==> src/rtl/gpio_irq.sv <==
// GPIO edge interrupt controller: per-bit rise/fall detection into a W1C STATUS
// register, masked by ENABLE into a single registered level interrupt.
module gpio_irq #(
   parameter int unsigned GpiWidth  = 8,
   parameter int unsigned AddrWidth = 32,
   parameter int unsigned DataWidth = 32,
   parameter int unsigned RegAddr   = 12
) (
   input  logic                 clk_i,
   input  logic                 rst_i,
   input  logic                 device_req_i,
   input  logic [AddrWidth-1:0] device_addr_i,
   input  logic                 device_we_i,
   input  logic [3:0]           device_be_i,
   input  logic [DataWidth-1:0] device_wdata_i,
   output logic                 device_rvalid_o,
   output logic [DataWidth-1:0] device_rdata_o,
   input  logic [GpiWidth-1:0]  gp_i,
   output logic                 irq_o
);

   localparam logic [RegAddr-1:0] AddrStatus = RegAddr'(5'h00);
   localparam logic [RegAddr-1:0] AddrEnable = RegAddr'(5'h04);
   localparam logic [RegAddr-1:0] AddrRiseEn = RegAddr'(5'h08);
   localparam logic [RegAddr-1:0] AddrFallEn = RegAddr'(5'h0C);
   localparam logic [RegAddr-1:0] AddrTest   = RegAddr'(5'h10);

   // Expand the four byte enables into a per-bit write mask.
   function automatic logic [GpiWidth-1:0] byte_mask(input logic [3:0] be);
      logic [GpiWidth-1:0] m;
      for (int i = 0; i < int'(GpiWidth); i++) begin
         m[i] = be[i >> 3];
      end
      return m;
   endfunction

   logic [GpiWidth-1:0]  status_r, enable_r, rise_en_r, fall_en_r, gp_q_r;
   logic                 armed_r, irq_r, rvalid_r;
   logic [DataWidth-1:0] rdata_r;

   logic [RegAddr-1:0]   reg_addr_s;
   logic                 wr_s, rd_s;
   logic                 sel_status_s, sel_enable_s, sel_rise_s, sel_fall_s, sel_test_s;
   logic [GpiWidth-1:0]  wmask_s, wval_s, w1c_s, tset_s;
   logic [GpiWidth-1:0]  rise_s, fall_s, event_s, rdval_s;
   logic [GpiWidth-1:0]  status_next_s, enable_next_s, rise_en_next_s, fall_en_next_s;
   logic                 unused_s;

   assign reg_addr_s   = device_addr_i[RegAddr-1:0];
   assign unused_s     = ^{device_addr_i, device_wdata_i};
   assign wr_s         = device_req_i & device_we_i;
   assign rd_s         = device_req_i & ~device_we_i;
   assign sel_status_s = (reg_addr_s == AddrStatus);
   assign sel_enable_s = (reg_addr_s == AddrEnable);
   assign sel_rise_s   = (reg_addr_s == AddrRiseEn);
   assign sel_fall_s   = (reg_addr_s == AddrFallEn);
   assign sel_test_s   = (reg_addr_s == AddrTest);

   // Write masking, edge detection and next-state for all registers.
   always_comb begin
      wmask_s = byte_mask(device_be_i);
      wval_s  = device_wdata_i[GpiWidth-1:0] & wmask_s;
      w1c_s   = (wr_s & sel_status_s) ? wval_s : '0;
      tset_s  = (wr_s & sel_test_s)   ? wval_s : '0;

      rise_s  = gp_i & ~gp_q_r;
      fall_s  = ~gp_i & gp_q_r;
      event_s = armed_r ? ((rise_s & rise_en_r) | (fall_s & fall_en_r)) : '0;

      // Sets are OR-ed in after the clear so a simultaneous set wins.
      status_next_s  = (status_r & ~w1c_s) | event_s | tset_s;
      enable_next_s  = (wr_s & sel_enable_s) ? ((enable_r  & ~wmask_s) | wval_s) : enable_r;
      rise_en_next_s = (wr_s & sel_rise_s)   ? ((rise_en_r & ~wmask_s) | wval_s) : rise_en_r;
      fall_en_next_s = (wr_s & sel_fall_s)   ? ((fall_en_r & ~wmask_s) | wval_s) : fall_en_r;

      case (reg_addr_s)
         AddrStatus: rdval_s = status_r;
         AddrEnable: rdval_s = enable_r;
         AddrRiseEn: rdval_s = rise_en_r;
         AddrFallEn: rdval_s = fall_en_r;
         default:    rdval_s = '0;
      endcase
   end

   // State, interrupt and read-response registers.
   always_ff @(posedge clk_i) begin
      if (rst_i) begin
         status_r  <= '0;
         enable_r  <= '0;
         rise_en_r <= '0;
         fall_en_r <= '0;
         gp_q_r    <= '0;
         armed_r   <= 1'b0;
         irq_r     <= 1'b0;
         rvalid_r  <= 1'b0;
         rdata_r   <= '0;
      end else begin
         status_r  <= status_next_s;
         enable_r  <= enable_next_s;
         rise_en_r <= rise_en_next_s;
         fall_en_r <= fall_en_next_s;
         gp_q_r    <= gp_i;
         armed_r   <= 1'b1;
         irq_r     <= |(status_r & enable_r);
         rvalid_r  <= rd_s;
         rdata_r   <= rd_s ? DataWidth'(rdval_s) : '0;
      end
   end

   assign device_rvalid_o = rvalid_r;
   assign device_rdata_o  = rdata_r;
   assign irq_o           = irq_r;

endmodule

==> config.mk <==
export PLATFORM = sky130hd
export DESIGN_NAME = gpio_irq
export DESIGN_NICKNAME = d
export VERILOG_FILES = /design/src/rtl/gpio_irq.sv
export SDC_FILE = /design/constraint.sdc
export NUM_CORES = 1
export LEC_CHECK = 0
export ABC_AREA = 1
export ABC_CLOCK_PERIOD_IN_PS = 1500
export CORE_MARGIN = 2
export CORE_UTILIZATION = 45
export CTS_CLUSTER_SIZE = 20
export DETAILED_ROUTE_END_ITERATION = 12
export DONT_BUFFER_PORTS = 1
export GPL_TIMING_DRIVEN = 1
export HOLD_SLACK_MARGIN = 0.1
export PLACE_DENSITY = 0.66
export RECOVER_POWER = 100
export SLEW_MARGIN = 20
export SYNTH_ARGS = -nofsm -noshare
export SYNTH_HDL_FRONTEND = slang
export SYNTH_SLANG_ARGS = --single-unit
==> constraint.sdc <==
create_clock -name clk_i -period 1.5 [get_ports clk_i]
set_input_delay 0.375 -clock clk_i [delete_from_list [all_inputs] [get_ports clk_i]]
set_output_delay 0.375 -clock clk_i [all_outputs]
set_load 0.005 [all_outputs]
==> out/results.ini <==
[outcome]
outcome=complete, no violations

[layout]
layout_commonest_cell=nand2_1
final_cell_mix=nand2_1 (71), inv_1 (53), dfxtp_1 (51)
area_growth_pct=2.653
fill_cells=615
final_nets=472
diodes=0
fin_util_pct=47.70
fin_area_mm2=0.002808
drive_gt1_share_pct=9.415

[drt]
drc=0
vias=2322
ant_nets=0
avgRoutedWirePerCell_um=12.61
viasPerCell=4.962
drt_iter0_drc=158
firstDrtPassIters=4
drt_wl_total_mm=5.901

[sta]
rsz0062_at_grt=no
setup_tns_ps=0
clock.fmax_mhz=803.0
hold_viol=0
final_max_slew_viol_count=0
fin_skew_ps=9.330
holdWs_ps=121.6
finalCritPeriodShare_pct=83.02
setup_violations=0
post-route-min-period_ps=1245

[worst_setup_path]
cp_common_cell=nand3_1
slowest_delay_ps=250
worst-r2r-setup-slack_ps=500
cp_data_required_time_ps=1700
worst-path-stages=7
cpMaxStageDelayCell=nor2_4
critPathArrivalTime_ps=1450
critPathBufInv=1
crit_type=in -> reg
r2r_cells=4
r2r-end=status_r[1]
worstSetupEndpointType=flop
cp_cell_sequence=nor2_1 -> nand3_1 -> nor2_4 -> nand3_1 -> buf_4 -> o21ai_0 -> a21oi_1
crit_fanout=12
start_kind=primary input
critPathTopFamily=simple AND/OR/NAND/NOR gates
reg2reg_from=armed_r

[clock_tree]
cts_buffer_depth=2
tritoncts=yes
clkLatencyLatePin_ps=310
cts_resized=0
cts-root-buf=clkbuf_8
cts_max_level=2
cts_buffers=5
clk_pin_slew_worst_paths_ps=100
cts.sinks=51
post_cts_buffers=0
postCtsHoldBufs=0

[synth]
avgSynthCellArea_um2=7.049
synth-edff-count=0
synth_ff_type=dfxtp_1
ys_types=27
syn_area_mm2=0.002735
yosysWarningCount=0
ys_seq_area_share_pct=37.33
async_reset_ff_share_pct=0
synth_cells=388
ys_ff_latch=51

[power]
ir_drop_mv=0.5066
p_leak_nw=1.206
power-per-cell-area_mw_per_mm2=854.2
p_total_mw=2.398

[floorplanning]
io_pins=114
core_area_mm2=0.005886
fp.dieW_um=81.96
rows=28
fp.dieH_um=81.96
die_area_mm2=0.006717
start_util_pct=46.47

[global_route]
grt_pass1_wl_mm=9.584
track_usage_pct=18.78
antenna_found_initial=0
grt.overflow.total=0
grt_pass1_vias=2035
grt_max_degree=26

[min_path]
whs_endpoint=status_r[7]
whs_path_depth=1
min_path_type=in -> reg
hp-start=rst_i

[placement]
place_congestion=0.8057
dp_hpwl_mm=4.474
io_buffers=0
placed_area_mm2=0.002739

[flow_run]
cap_violations=0

[worst max-delay path by stage]
stage	endpoint	startpoint
5_1_grt	flop	device_addr_i[4]
6_report	flop	device_addr_i[4]
2_1_floorplan	flop	device_addr_i[11]
4_1_cts	flop	device_addr_i[4]
3_5_place_dp	flop	device_addr_i[4]
3_3_place_gp	flop	device_addr_i[4]
[synth_stat cells, types with 3 or more instances]
master    number  share of area, %
o21ai_1        5              0.91
nand3_1       41               7.5
a21oi_1       31               5.7
nand2_2        3              0.69
inv_1         53               7.3
nor2_4         4               1.6
nor2_2         3              0.69
nor2_1        30               4.1
dfxtp_1       51                37
buf_4         27               7.4
nand4_1       16               3.7
clkbuf_1       3              0.41
o21ai_0       26               4.8
buf_6          6               2.5
nand2_1       69               9.5
[through the flow]
step / setup slack (ps) / instances
floorplan: 142.5 / 411
global placement: 4.118 / 460
detailed placement: 5.369 / 460
CTS: 331.8 / 468
global route: 76.94 / 468
finish: 254.6 / 468
[per-layer routing]
| metal | GRT usage (%) | part of all wire, % | vias up |
|---|---|---|---|
| li1 | - | - | 1206 |
| met3 | 4.066 | 9.8 | 6 |
| met1 | 25.29 | 44 | 1011 |
| met4 | 6.333 | 1.3 | 0 |
| met5 | 0 | 0 | - |
| met2 | 29.76 | 45 | 99 |
[kinds of logic (layout without fill, tap and decap cells)]
kind of cell | count (synthesis) | in the layout | synth area share (%)
compound gates | 68 | 68 | 13.27
other cells | 1 | 24 | 0.1371
simple gates | 171 | 171 | 30.10
flops | 51 | 51 | 37.33
buf+inv | 97 | 79 | 19.17
[report_power, final]
| group | total [mW] | leakage, nW | internal (mW) | switching [mW] |
|---|---|---|---|---|
| Clock | 0.847 | 0.0474 | 0.377 | 0.470 |
| Sequential | 1.40 | 0.415 | 1.38 | 0.0201 |
| Combinational | 0.152 | 0.744 | 0.0509 | 0.101 |
[layout make-up]
cell class              count  area [um2]  area share, %
clock buffers               6       82.58          2.941
clock inverters             2       16.27         0.5793
inverters                  56       210.2          7.487
multi-input cells         263        1254          44.65
flip-flops and latches     51        1021          36.36
well taps                  75       93.84          3.342
repair buffers             15       130.1          4.635
Power figures use the tool's default switching activity.
